==> src/rtl/bcd_count_pkg.sv <==
// Shared types and constants for the cascaded BCD counter.
// bcd_next() is the single definition of one digit's next-state rule.
package bcd_count_pkg;

    typedef logic [3:0] bcd_digit_t;

    localparam bcd_digit_t BCD_MAX  = 4'd9;
    localparam bcd_digit_t BCD_ZERO = 4'd0;

    // Out-of-range codes (10-15) fall back to zero whether or not inc is set
    function automatic bcd_digit_t bcd_next(input bcd_digit_t d, input logic inc);
        bcd_digit_t r;
        r = d;
        if (d > BCD_MAX) begin
            r = BCD_ZERO;
        end else if (inc) begin
            r = (d == BCD_MAX) ? BCD_ZERO : d + 4'd1;
        end
        return r;
    endfunction

endpackage

==> src/rtl/bcd_digit.sv <==
// One modulo-10 BCD digit with ripple-carry output.
// carry_out is suppressed while the digit holds an illegal code.
module bcd_digit
    import bcd_count_pkg::*;
(
    input  logic       clk,
    input  logic       rst,
    input  logic       inc_in,
    output bcd_digit_t digit,
    output logic       carry_out
);

    bcd_digit_t digit_q;
    bcd_digit_t digit_d;

    always_comb begin
        digit_d = bcd_next(digit_q, inc_in);
    end

    always_ff @(posedge clk or negedge rst) begin
        if (!rst) begin
            digit_q <= BCD_ZERO;
        end else begin
            digit_q <= digit_d;
        end
    end

    assign digit     = digit_q;
    assign carry_out = inc_in && (digit_q == BCD_MAX);

endmodule

==> src/rtl/bcd_count.sv <==
// Free-running NUM_DIGITS-digit BCD counter with terminal-count decode
// and a registered pulse the cycle after rolling over to zero.
module bcd_count
    import bcd_count_pkg::*;
#(
    parameter int NUM_DIGITS = 1
) (
    input  logic                    clk,
    input  logic                    rst,
    output logic [4*NUM_DIGITS-1:0] count,
    output logic                    tc,
    output logic                    wrap
);

    logic [NUM_DIGITS:0]   carry;
    logic [NUM_DIGITS-1:0] is_nine;
    logic                  wrap_q;
    logic                  wrap_d;

    // Digit 0 always increments; the chain carries only through all-nines
    assign carry[0] = 1'b1;

    for (genvar k = 0; k < NUM_DIGITS; k++) begin : g_digit
        bcd_digit_t digit_w;

        bcd_digit u_digit (
            .clk      (clk),
            .rst      (rst),
            .inc_in   (carry[k]),
            .digit    (digit_w),
            .carry_out(carry[k+1])
        );

        assign count[4*k +: 4] = digit_w;
        assign is_nine[k]      = (digit_w == BCD_MAX);
    end

    assign tc = &is_nine;

    // Carry out of the top digit is exactly the all-nines -> zero edge
    assign wrap_d = carry[NUM_DIGITS];

    always_ff @(posedge clk or negedge rst) begin
        if (!rst) begin
            wrap_q <= 1'b0;
        end else begin
            wrap_q <= wrap_d;
        end
    end

    assign wrap = wrap_q;

endmodule

==> config.mk <==
export PLATFORM = sky130hd
export DESIGN_NAME = bcd_count
export DESIGN_NICKNAME = d
export VERILOG_FILES = /design/src/rtl/bcd_count_pkg.sv /design/src/rtl/bcd_digit.sv /design/src/rtl/bcd_count.sv
export SDC_FILE = /design/constraint.sdc
export NUM_CORES = 1
export LEC_CHECK = 0
export BUFFER_PORTS_ARGS = -buffer_cell sky130_fd_sc_hd__buf_2
export CAP_MARGIN = 20
export CORE_AREA = 8 8 45 47
export DETAILED_ROUTE_END_ITERATION = 8
export DIE_AREA = 0 0 53 55
export GPL_TIMING_DRIVEN = 0
export SETUP_SLACK_MARGIN = 0.2
export SYNTH_ARGS = -nofsm -noshare
export SYNTH_HDL_FRONTEND = slang
export SYNTH_HIERARCHICAL = 1
export SYNTH_SLANG_ARGS = --single-unit
==> constraint.sdc <==
create_clock -name clk -period 1.7 [get_ports clk]
set_input_delay 0.17 -clock clk [delete_from_list [all_inputs] [get_ports clk]]
set_output_delay 0.17 -clock clk [all_outputs]
set_load 0.05 [all_outputs]
Word level (Yosys, flattened, before mapping)
Index checks and enable logic that the tools add are counted.

word-level totals
  flip-flop bits (word level) = 5
  logic and storage cells = 7
  bits of input ports = 2

cells by class
  muxes and demuxes = 2
  eq/ne operators = 1
  add/sub/neg operators = 1
  order comparisons = 1

operators by type and width
  cell                                                   count
  2-to-1 mux 4 bit                                       2
  adder 4 x 1 -> 4 bit (second input constant)           1
  equality test 4 bit (second input constant)            1
  greater-than comparator 4 bit (second input constant)  1

Depth between registers and ports, before layout
Gate-level depths: netlist of the first run.

  depth in word-level cells = 3
  mapped depth = 2
  depth with buffers taken out = 2

By module
The synthesis of the first run kept the hierarchy.

modules (own cells, without submodules)
  module     sequential area each (um^2)  cells each  area each (um^2)  times used
  bcd_digit  100.1                        19          202.7             1
  bcd_count  25.0                         3           41.3              1

Worst setup path after synthesis of the first run
Ideal clock, no wire load.

  kind = reg2out
  start = reg g_digit[0].u_digit.digit_q[3]
  end = out tc
  required time = 1.530 ns
  stages on the path, launching flop included = 2
  setup slack = 0.351 ns
  arrival = 1.179 ns
  path buffers = 0
  cells stage by stage = dfrtp_1 > and4bb_2

between the ends
  word-level cells in the longest chain between the ends = 1

RTL lines
  item                    RTL line         text
  start, declared         bcd_digit.sv:13  bcd_digit_t digit_q;
  start signal, assigned  bcd_digit.sv:24  digit_q <= digit_d;
  equality test 4 bit     bcd_count.sv:35  assign is_nine[k] = (digit_w == BCD_MAX);
  end, declared           bcd_count.sv:11  output logic tc,

Every way passes these cells.

Final worst setup path of the first run
  start = reg g_digit[0].u_digit.digit_q[1]
  end = out tc

The elaborated chain is that of the path after synthesis.

==> impl.org, run 1 <==
** Power
- The share of total power dissipated in combinational logic is 46.2%.
- Sequential cell fraction of total power :: 33.8%
- Total power draw :: 0.677 mW
- Highest ir drop seen on vdd :: 0.696 mV
- The analysis attributes to net switching a power of 0.320 mW.
- Cell leakage power :: 0.176 nW
- The internal portion of the total power is 0.357 mW.
- Of the total power, the share spent switching nets is 47.3%.
- Power per cell area :: 1930 mW/mm^2
- Clock Power Share :: 20.0%

** Synth
- The synthesized netlist devotes 0% of its cell area to XOR and XNOR gates.
- The number of different library cells used by synthesis comes to 16.
- A synthesized cell averages 11.1 um^2.
- Synth Instances :: 22
- The cell area that synthesis handed to floorplanning was 244 um^2.
- After synthesis, the largest family of logic cells by area is simple AND/OR/NAND/NOR gates.
- Simple-gate share of the synthesized area :: 30.3%
- Counting flops and latches in the post-synthesis netlist gives 5.
- Measured against the total synthesized area, the mux share comes to 8.72%.
- Sequential-to-total area share from yosys stat :: 51.3%
- The synthesized netlist devotes 0% of its cell area to adder and majority cells.
- Share of the synthesized area in compound gates (AO/OA/AOI/OAI) :: 8.21%
- Yosys printed 6 warnings.

** Placement
- Once placement finished, the instance area stood at 314 um^2.
- The count of buffers added on input and output ports is 7.
- The congestion estimate from routability-driven global placement came to 0.694.

** Worst setup path
- STA puts the critical path data required time at 1.53 ns.
- The setup path with the least slack is of type flip-flop to primary output.
- Worst setup SP type :: flip-flop
- CP arrival :: 1.24 ns
- Category of the worst setup path capture point :: primary output
- Along the worst path, the maximum fanout reaches 8.

** Routing
- Before antenna repair, the detailed router went through 2 iterations.
- Ratio of routed vias to standard cells :: 3.94
- Summed over all layers, the routed wires come to 507 um.
- The routed layout has 213 vias.
- Average detailed-routed wire length per instance :: 9.39 um
- Post-route DRC violation count :: 0
- Remaining antenna violation count :: 0
- DRT iter0 DRCs :: 4

** CTS
- Clock Sink Count :: 5
- TritonCTS clock tree :: yes
- CTS built an H-tree with a depth of 1.
- Max Root-Sink Buffers :: 2
- Num CTS Buffers :: 3
- The cell sitting at the root of the clock tree is a clkbuf_4.
- The clock reaches the later pin of the worst-skew pair after 0.24 ns.
- Clk pin slew, worst setup/hold paths :: 0.04 ns

** GRT
- Entering global routing, the biggest net connects 9 pins.
- The number of global-route vias before repair is 187.
- GRT Resource Usage Total :: 4.50%
- Antenna violations before repair :: 0
- First-pass GRT wire length :: 848 um
- Summed over all layers, the global routing overflow is 0.

** Layout
- Leaving out fill and tap cells, the most frequent cell in the layout is buf_2.
- Layout cells sized above 1 :: 39.5%
- Summed area of non-filler cells in the final layout :: 350 um^2
- Most frequent cells in the layout :: buf_2 (7), conb_1 (5), dfrtp_1 (5)
- # nets final :: 41
- Number of diodes added for antenna fixing :: 0
- The area growth from synthesis to layout is 43.6%.

** Timing
- Hold violation count in the final report :: 0
- Setup repair after global routing left no endpoint under its margin.
- Post-Route Skew :: 0.00417 ns
- Setup violations remaining at the end of the flow were counted as 0.
- Final sum of negative setup slack :: 0 ns
- The routed design could run at a clock period as short as 1.41 ns.
- Final clock period utilization by the worst path :: 82.9%
- Based on the critical path, the design can be clocked at up to 0.710 GHz.
- The final max-slew violation count is 0.

** Die
- The floorplan step set the die height to 55 um.
- Die Footprint :: 0.00292 mm^2
- Floorplan row count :: 14
- After floorplanning, the core was sized to cover 0.00138 mm^2.
- DIE WIDTH :: 53 um
- During I/O placement, the number of pins put on the boundary was 8.
- For this configuration, the core starts out at a cell density of 17.6%.

** Flow run
- Max-cap violations in this run came to 0.

** Status
- Result of the run :: finished, final reports clean

** Worst hold path
- The worst hold path belongs to the class primary input to async pin.
-- power groups by stage --
stage                     clock [mW]  sequential [mW]  combinational [mW]
after global routing           0.156            0.237               0.332
final                          0.135            0.229               0.313
after floorplan                    0            0.357               0.111
after global placement             0            0.227               0.310
after CTS                      0.142            0.228               0.316
after detailed placement           0            0.230               0.314
-- critical path, stage by stage, from the launching register on --
cell and delay, ns:
dfrtp_1 0.44, and4bb_2 0.30, buf_2 0.25
-- state kept, by name, summed over array words and instances (netlist names) --
signal and flops:
g_digit.u_digit/digit 4, wrap 1
-- layout make-up --
class	count	area, um^2
Clock buffer	4	26.3
Fill cell	148	1030
Multi-Input combinational cell	21	134
Sequential cell	5	125
Tap cell	16	20.0
Timing Repair Buffer	8	45.0
-- per-layer routing --
| metal | GRT usage (%) | share of wire (%) |
|---|---|---|
| met1 | 4.92 | 48 |
| met2 | 4.30 | 34 |
| met3 | 5.88 | 17 |
| met4 | 2.59 | 0 |
| met5 | 0 | 0 |
-- synthesized netlist by cell type --
| cell type | n | area [um^2] |
|---|---|---|
| or2_2 | 1 | 6.26 |
| o21ai_0 | 1 | 5.00 |
| dfrtp_1 | 5 | 125 |
| conb_1 | 1 | 3.75 |
| nand3_1 | 1 | 5.00 |
| and3_1 | 1 | 6.26 |
| a21oi_1 | 1 | 5.00 |
| or3b_1 | 1 | 8.76 |
| nand2_1 | 1 | 3.75 |
| nor2_1 | 2 | 7.51 |
| mux2_2 | 1 | 11.3 |
| and2b_2 | 1 | 8.76 |
| nand3b_1 | 2 | 15.0 |
| mux2i_1 | 1 | 10.0 |
| and4bb_2 | 1 | 12.5 |
| a21bo_2 | 1 | 10.0 |
-- per-stage QoR --
step | hold WS, ns | std cells | setup WS, ns | util, %
floorplan | -0.126 | 26 | 0.351 | -
global placement | -0.00933 | 49 | 0.542 | 22.7
detailed placement | -0.00348 | 49 | 0.539 | 22.7
CTS | 0.266 | 54 | 0.275 | 25.3
global route | 0.286 | 54 | 0.242 | 25.3
finish | 0.275 | 54 | 0.291 | 25.3
-- cell families (layout without fill, tap and decap cells) --
group           after synthesis  count (layout)
flops                         5               5
compound gates                3               3
buf+inv                       0              12
other cells                   1               5
mux                           2               2
simple gates                 11              11
-- timing repair --
action | 4_1_cts | 5_1_grt
hold endpoints to repair | 5 | 0
hold buffers | 1 | 0
setup endpoints to repair | 0 | 0
buffers inserted | 0 | 0
resized for setup | 0 | 0
-- worst paths after layout --
kind                       slack [ns]                          end                   startpoint  cells past startpoint
setup / recovery                 0.29                           tc  g_digit[0].u_digit/digit[1]                      2
hold / removal                   0.28  g_digit[0].u_digit/digit[0]                          rst                      2
setup reg to reg                 0.61  g_digit[0].u_digit/digit[3]  g_digit[0].u_digit/digit[1]                      2
hold reg to reg                  0.53  g_digit[0].u_digit/digit[1]  g_digit[0].u_digit/digit[3]                      1
max in group asynchronous        1.28  g_digit[0].u_digit/digit[2]                          rst                      2
min in group clk                 0.53  g_digit[0].u_digit/digit[1]  g_digit[0].u_digit/digit[3]                      1
(Power assumes the default switching activity.)
==> run 2, diff against run 1 <==
--- a/config.mk
+++ b/config.mk
@@ -5,6 +5,7 @@
 export SDC_FILE = /design/constraint.sdc
 export NUM_CORES = 1
 export LEC_CHECK = 0
+export ABC_AREA = 1
 export BUFFER_PORTS_ARGS = -buffer_cell sky130_fd_sc_hd__buf_2
 export CAP_MARGIN = 20
 export CORE_AREA = 8 8 45 47
==> constraint.sdc (replaced) <==
create_clock -name clk -period 1.3 [get_ports clk]
set_input_delay 0.13 -clock clk [delete_from_list [all_inputs] [get_ports clk]]
set_output_delay 0.13 -clock clk [all_outputs]
set_load 0.05 [all_outputs]
==> run 2 against run 1 <==
Net effect: sequential share of layout area decreased by 9.4 points; combinational power up 110%; critical path depth up 2; first-iteration DRC count grew 130%; die area unchanged; routed wire length grew 47%; synthesized cell count grew 86%; clock skew decreased by 0.0027 ns; utilization up 10 points; sequential power grew 9%; register-to-register slack worse by 0.42 ns; critical endpoint unchanged; largest power group unchanged.
==> impl.org, run 2 <==
** Synth
- Fraction of registers with async set/reset :: 100% (unchanged)
- Main area contributors after synthesis :: dfrtp_1 (39%), nand2_1 (13%), nand3_1 (7.9%)
- Proportion of synthesized area in mux cells :: 0% (-8.7 points)
- Sequential-to-total area share from yosys stat :: 39.4% (-12 points)
- The average cell area after synthesis came to 7.75 um^2 (-30%).
- Synth Cell Area :: 318 um^2 (+30%)
- Simple-gate share of the synthesized area :: 34.3% (+4.0 points)
- Yosys instantiated no cell more often than nand2_1.
- Synth Instances :: 41 (+86%)
- The number of synthesis warnings is 6 (unchanged).
- The compound-cell area share of the yosys netlist came to 13.4% (+5.2 points).
- The commonest cells after synthesis are nand2_1 (11), inv_1 (6), dfrtp_1 (5), nand3_1 (5).
- The biggest area contributor in the post-synthesis netlist is dfrtp_1.
- Combinational family with the most area after synthesis :: simple AND/OR/NAND/NOR gates
- Ys flop type :: dfrtp_1
- Adder-cell share of the synthesized area :: 0% (unchanged)
- The number of enable-type register cells in the synthesized netlist is 0 (unchanged).
- Post-Synth XOR/XNOR Area :: 0% (unchanged)
- The share of the synthesized area in the top cell type was 39.4% (-12 points).
- The distinct cell type count after synthesis was 16 (unchanged).
- Yosys reg bits :: 5 (unchanged)

** Layout
- Most common cell after layout, fill and taps aside :: nand2_1
- Most frequent cells in the layout :: nand2_1 (10), buf_2 (6), conb_1 (5), buf_4 (5)
- Number of fill cells :: 155 (+4.7%)
- The final cell count without fillers was 78 (+44%).
- Synth-to-Final Area Change :: 55.5%
- Final core utilization :: 35.7% (+10 points)
- Number of diodes added for antenna fixing :: 0 (unchanged)
- The number of flip-flops in the largest register came to 4 (unchanged).
- The number of nets in the layout is 65 (+59%).
- Layout cells sized above 1 :: 54.8% (+15 points)

** CTS
- Max Root-Sink Buffers :: 2 (unchanged)
- The number of H-tree levels is 1 (unchanged).
- The number of buffers added by the clock tree synthesis step is 3 (unchanged).
- The latest clock arrival within the worst-skew pair is 0.24 ns (about the same).
- TritonCTS built the clock tree.
- The clock slew at the register clock pins of the worst setup and hold paths was 0.04 ns (about the same).
- In this run the clock root is driven by a clkbuf_4.
- Clock Sink Count :: 5 (unchanged)

** Timing
- Setup repair after global routing missed its margin :: yes
- The final critical path takes up 86.0% of the cycle.
- Final period demand of the worst path :: 1.12 ns
- Final sum of negative setup slack :: 0 ns (unchanged)
- The final hold violation count came to 0 (unchanged).
- Final setup violation count :: 0 (unchanged)
- Top achievable clock speed :: 0.894 GHz
- Count of pins over their slew limit :: 0 (unchanged)
- Post-Route Skew :: 0.00147 ns (-0.00270 ns)

** Power
- Clock Power Share :: 16.0% (-4.0 points)
- The sequential share of power was 22.8% (-11 points).
- The post-route total power is 1.09 mW (+61%).
- The static leakage came to 0.256 nW (+46%).
- Switching pwr :: 0.535 mW (+67%)
- The power density over the cells is 2210 mW/mm^2 (+14%).
- Portion of total power attributed to combinational logic :: 61.1% (+15 points)
- Sw Share :: 49.0% (+1.7 points)
- Cell internal pwr :: 0.557 mW (+56%)
- The peak supply drop is 0.970 mV (+39%).

** Routing
- Highest metal used :: met3
- The number of vias per cell after detailed routing was 4.10 (+4.0%).
- Detailed Route WL :: 743 um (+47%)
- The number of detailed-routing iterations run before antenna repair came to 5 (+3).
- Remaining antenna violation count :: 0 (unchanged)
- The amount of wire on met3 after detailed routing was 62 um (-29%).
- The via count of the routed design is 320 (+50%).
- The detailed-routed wire length on met2 was 376 um (+120%).
- The routed metal-1 wire length came to 303 um (+24%).
- DRT iter0 DRCs :: 9 (+5)
- Average detailed-routed wire length per instance :: 9.53 um (+1.5%)
- The DRC violation count after routing came to 0 (unchanged).

** Worst setup path
- STA classifies the critical path endpoint as a primary output.
- Category of the critical setup timing path :: flip-flop to primary output
- Among cell families on the critical path, the largest total delay comes from flip-flops.
- Crit path buffers/inverters :: 2 (+1)
- CP Data Required Time :: 1.17 ns (-0.36 ns)
- The worst-path maximum fanout was 3 (-5).
- Slowest cell on crit path :: dfrtp_2
- The delay of the slowest cell on the worst path came to 0.41 ns (-0.03 ns).
- CP arrival :: 0.99 ns (-0.25 ns)
- Critical-path cell list :: inv_2 > nand2_2 > nor2_4 > buf_8
- Worst setup SP type :: flip-flop

** Die
- The core area was 0.00138 mm^2 (unchanged).
- # IOs :: 8 (unchanged)
- Floorplan row count :: 14 (unchanged)
- The width of the chip was 53 um (unchanged).
- Height of the die :: 55 um (unchanged)
- The starting density of the core is 23.0% (+5.3 points).
- Die Footprint :: 0.00292 mm^2 (unchanged)

** Placement
- # port buffers :: 7 (unchanged)
- The number of placed instances, taps included came to 68 (+39%).
- Routability Congestion :: 0.755 (+8.7%)
- The wire-length estimate of the detail-placed layout is 553 um.

** Worst hold path
- Min-Delay Path Class :: primary input to async pin

** Flow run
- Number of max-cap violations :: 0 (unchanged)

** GRT
- The number of antenna violations at the first check in global routing was 0 (unchanged).
- First-pass GRT wire length :: 1170 um (+38%)
- Via count of the first global-routing pass :: 277 (+48%)
- Maximum number of pins on one net before global-route repair :: 9 (unchanged)
- The total global-route track usage is 5.64% (+1.1 points).
- Total congestion overflow after global routing :: 0 (unchanged)

** Status
- The flow ran to the end, and the final reports show no timing, DRC or antenna violations.
-- run 2: changes by cell type after synthesis, sizes merged, moves of 2 or more --
cell	before	now
nand3	1	6
nand2	1	12
inv	0	7
o21ai	1	3
nand3b	2	0
-- run 2: power by group through the flow --
stage               registers [mW]  clock network [mW]  logic [mW]
floorplan                    0.438                   0       0.259
global placement             0.286                   0       0.508
detailed placement           0.291                   0       0.518
CTS                          0.251               0.182       0.611
global route                 0.256               0.193       0.719
finish                       0.249               0.175       0.667
-- run 2: what timing repair did --
item | in CTS | in global routing
buffers inserted | 3 | 2
pin swaps | 1 | 3
setup endpoints to repair | 3 | 5
hold endpoints to repair | 5 | 0
gates resized for setup | 4 | 4
hold buffers | 1 | 0
-- run 2: final timing paths --
check / startpoint / endpoint / slack, ns / cells after the start
min in group clk: g_digit[0].u_digit/digit[1] / wrap / 0.60 / 2
setup / recovery: g_digit[0].u_digit/digit[2] / tc / 0.18 / 4
max in group asynchronous: rst / g_digit[0].u_digit/digit[3] / 0.93 / 2
hold reg to reg: g_digit[0].u_digit/digit[1] / wrap / 0.60 / 2
setup reg to reg: g_digit[0].u_digit/digit[2] / g_digit[0].u_digit/digit[3] / 0.19 / 4
hold / removal: rst / g_digit[0].u_digit/digit[0] / 0.23 / 2
-- run 2: through the flow --
step                setup WS, ns  hold slack (ns)  cell area, um^2
finish                     0.182            0.229              494
floorplan                  0.181           -0.166              345
CTS                        0.168            0.225              465
detailed placement         0.223          -0.0540              400
global placement           0.235          -0.0564              400
global route               0.125            0.231              494
-- run 2: worst register-to-register path, cell delays in order, from the launching register on --
cell and delay, ns:
dfrtp_2 0.41, buf_4 0.16, o21ai_4 0.23, nand3_2 0.10, a21oi_2 0.13
-- run 2: cells by family (layout without fill, tap and decap cells) --
family	count (synthesis)	count (layout)
buf+inv	8	25
compound gates	4	4
simple gates	23	23
flops	5	5
other cells	1	5
-- run 2: layout make-up --
| type | count | area [um^2] | area share (%) |
|---|---|---|---|
| Sequential cell | 5 | 130 | 26.3 |
| Timing Repair Buffer | 13 | 92.6 | 18.7 |
| Tap cell | 16 | 20.0 | 4.05 |
| Buffer | 1 | 11.3 | 2.28 |
| Multi-Input combinational cell | 32 | 188 | 38.0 |
| Clock buffer | 4 | 26.3 | 5.32 |
| Inverter | 7 | 26.3 | 5.32 |
-- run 2: per-layer routing --
| metal | up-vias | global-route usage, % |
|---|---|---|
| met5 | - | 0 |
| met4 | 0 | 2.59 |
| met3 | 0 | 4.01 |
| met2 | 9 | 9.57 |
| met1 | 147 | 5.05 |
| li1 | 164 | - |
==> run 3, diff against run 2 <==
--- a/config.mk
+++ b/config.mk
@@ -12,8 +12,8 @@
 export DETAILED_ROUTE_END_ITERATION = 8
 export DIE_AREA = 0 0 53 55
 export GPL_TIMING_DRIVEN = 0
+export PLACE_DENSITY = 0.42
 export SETUP_SLACK_MARGIN = 0.2
 export SYNTH_ARGS = -nofsm -noshare
 export SYNTH_HDL_FRONTEND = slang
-export SYNTH_HIERARCHICAL = 1
 export SYNTH_SLANG_ARGS = --single-unit
==> run 3 against run 2 <==
Net effect: utilization shrank 8.6 points; via count is 34% lower; setup slack got worse by 0.055 ns; largest power group is now the clock network; routed wire length decreased by 27%.
==> impl.org, run 3 <==
** Synth
- By area the synthesized netlist is led by dfrtp_1 (61%), nand2_1 (9.1%), nor2_1 (7.3%).
- The share of the synthesized area in the top cell type was 60.6% (+21 points).
- The area of the mapped netlist came to 206 um^2 (-35%).
- The commonest cells after synthesis are dfrtp_1 (5), nand2_1 (5), nor2_1 (4).
- Number of distinct library cells after synthesis :: 9 (-7)
- The average cell area after synthesis is 8.98 um^2 (+16%).
- The most used flip-flop cell after synthesis is dfrtp_1.
- Yosys reg bits :: 5 (unchanged)
- The sequential area share after synthesis came to 60.6% (+21 points).
- The gate count of the mapped netlist was 23 (-44%).
- Fraction of registers with async set/reset :: 100% (unchanged)
- Counting every net in the synthesized netlist gives 25.
- dfrtp_1 takes more of the synthesized area than any other cell.
- The number of enable-type register cells in the synthesized netlist was 0 (unchanged).
- The number of synthesis warnings is 0 (-6).

** Timing
- In this run the tightest slew margin relative to its limit is 83.5%.
- Post-Route Skew :: 0.00161 ns (+0.000145 ns)
- Smallest setup slack after layout :: 0.127 ns (-0.0551 ns)
- The final count of negative-setup-slack endpoints is 0 (unchanged).
- Top achievable clock speed :: 0.852 GHz (-4.7%)
- At the pin with the least slew margin, the transition time is 0.249 ns.
- The final max-slew violation count is 0 (unchanged).
- The time the worst path needs with I/O delays and setup is 1.17 ns (+0.0551 ns).
- Hold violation count in the final report :: 0 (unchanged)
- The part of the cycle the worst path needs was 90.2% (+4.2 points).
- Setup repair after global routing missed its margin :: yes

** Routing
- The number of nets with antenna violations after detailed routing was 0 (unchanged).
- Ratio of routed vias to standard cells :: 3.79 (-7.7%)
- Total via count in the routed design :: 212 (-34%)
- Detailed Route WL :: 542 um (-27%)
- First-pass iteration count of the detailed router :: 4 (-1)
- The mean routed wirelength per cell is 9.68 um (+1.6%).
- The number of DRC violations after detailed-routing iteration 0 was 4 (-5).
- Post-route DRC violation count :: 0 (unchanged)

** GRT
- Total congestion overflow after global routing :: 0 (unchanged)
- Via count of the first global-routing pass :: 228 (-18%)
- First-pass GRT wire length :: 959 um (-18%)
- GRT Resource Usage Total :: 5.20% (-0.44 points)
- Antenna violations before repair :: 0 (unchanged)
- Maximum number of pins on one net before global-route repair :: 7 (-2)

** Placement
- The cell area after placement came to 280 um^2 (-30%).
- Worst Setup Slack post-DPL :: 0.217 ns (-0.00598 ns)
- # port buffers :: 7 (unchanged)
- Routability Congestion :: 0.715 (-5.3%)
- Final HPWL from detailed placement :: 382 um (-31%)

** Worst setup path
- Delay of the slowest critical-path stage :: 0.36 ns (-0.05 ns)
- STA classifies the critical path startpoint as a flip-flop.
- Walking the worst path, the cells encountered are nand2_2 > nor3_4 > buf_6.
- The worst setup path is captured at a primary output.
- CP Data Required Time :: 1.17 ns (about the same)
- Crit path max fanout :: 2 (-1)
- Category of the critical setup timing path :: flip-flop to primary output
- The data arrival time of the critical path came to 1.04 ns (+0.05 ns).
- The largest individual stage delay along the critical path comes from the cell dfrtp_2.

** Die
- Floorplan row count :: 14 (unchanged)
- DIE WIDTH :: 53 um (unchanged)
- The die outline area is 0.00292 mm^2 (unchanged).
- The number of top-level design ports came to 8 (unchanged).
- Core outline area :: 0.00138 mm^2 (unchanged)
- Starting density of the core :: 14.9% (-8.0 points)
- Height of the die :: 55 um (unchanged)

** Layout
- Number of fill cells :: 149 (-3.9%)
- The library cells used most frequently in the layout, excluding fill and tap cells, are buf_4 (6), nor2_1 (4), nand2_1 (4), dfrtp_2 (4).
- Compared with the post-synthesis result, the final layout area differs by 81.8%.
- # nets final :: 43 (-34%)
- Number of diodes added for antenna fixing :: 0 (unchanged)
- Most common cell after layout, fill and taps aside :: buf_4
- The number of flip-flops in the largest register is 4 (unchanged).
- The post-route standard cell area excluding fillers is 375 um^2 (-24%).
- The fraction of layout instances using a drive strength above 1 is 60.0% (+5.2 points).

** CTS
- The clock slew at the register clock pins of the worst setup and hold paths is 0.04 ns (about the same).
- The number of H-tree levels came to 1 (unchanged).
- Clock root buffer :: clkbuf_4
- Clock Sink Count :: 5 (unchanged)
- Max Root-Sink Buffers :: 2 (unchanged)
- The number of buffers added by the clock tree synthesis step was 3 (unchanged).
- TritonCTS clock tree :: yes
- Insertion delay of the later-clocked pin in the worst-skew pair :: 0.24 ns (about the same)

** Power
- The power density over the cells is 899 mW/mm^2 (-59%).
- Highest ir drop seen on vdd :: 0.221 mV (-77%)
- The static leakage came to 0.196 nW (-23%).
- Total power draw :: 0.337 mW (-69%)

** Status
- Result of the run :: finished, final reports clean

** Flow run
- Number of max-cap violations :: 0 (unchanged)

** Worst hold path
- Min-Delay Path Class :: primary input to async pin
## run 3: final timing paths
| check | from | to | slack, ns | cells after the start |
|---|---|---|---|---|
| worst max-delay path | g_digit[0].u_digit.digit[3] | tc | 0.13 | 3 |
| worst min-delay path | rst | wrap | 0.23 | 2 |
| worst max register to register | g_digit[0].u_digit.digit[0] | g_digit[0].u_digit.digit[3] | 0.28 | 5 |
| worst min register to register | g_digit[0].u_digit.digit[1] | wrap | 0.60 | 2 |
| max in group asynchronous | rst | g_digit[0].u_digit.digit[2] | 0.92 | 2 |
| min in group clk | g_digit[0].u_digit.digit[1] | wrap | 0.60 | 2 |
## run 3: metrics by stage
step	hold WS (ns)	setup TNS [ns]	instances	util [%]
6_report	0.233	0	56	27.1
2_1_floorplan	-0.166	-0.0155	23	-
3_5_place_dp	-0.0486	0	46	20.3
5_1_grt	0.235	0	56	27.1
4_1_cts	0.231	0	56	26.0
3_3_place_gp	-0.0511	0	46	20.3
## run 3: final cells by class
| cell class | count | area, um^2 | area share [%] |
|---|---|---|---|
| inverter | 2 | 7.51 | 2.00 |
| multi-input combinational | 16 | 87.6 | 23.3 |
| clock buffer | 4 | 26.3 | 7.00 |
| sequential | 5 | 130 | 34.7 |
| tap | 16 | 20.0 | 5.33 |
| timing repair buffer | 13 | 104 | 27.7 |
## run 3: logic make-up after synthesis
kind of cell,count (synthesis),share of synthesized area (%)
simple gates,16,35.8
flops,5,60.6
buf+inv,2,3.64
## run 3: timing repair
action,in CTS,in global routing
hold endpoints to repair,5,0
hold buffers,1,0
cloned,0,0
endpoints found under the setup margin,2,4
gates resized for setup,2,8
buffers inserted,5,0
pin swaps,1,0
## run 3: power by group
group	internal [mW]	switching (mW)
registers	0.156	0
clock network	0.116	0.0591
logic	0.00305	0.00319
total	0.275	0.0623
## run 3: per-layer routing
metal | share of wire, % | global-route usage, % | vias to the layer above
li1 | - | - | 105
met3 | 7.7 | 2.94 | 2
met4 | 3.5 | 9.05 | 0
met1 | 33 | 3.82 | 98
met2 | 55 | 7.42 | 7
met5 | 0 | 0 | -
## run 3: worst max-delay path, delay by kind of cell (launching register included)
kind	cells	cell delay [ns]
buf+inv	1	0.18
simple gates	2	0.26
flops	1	0.36
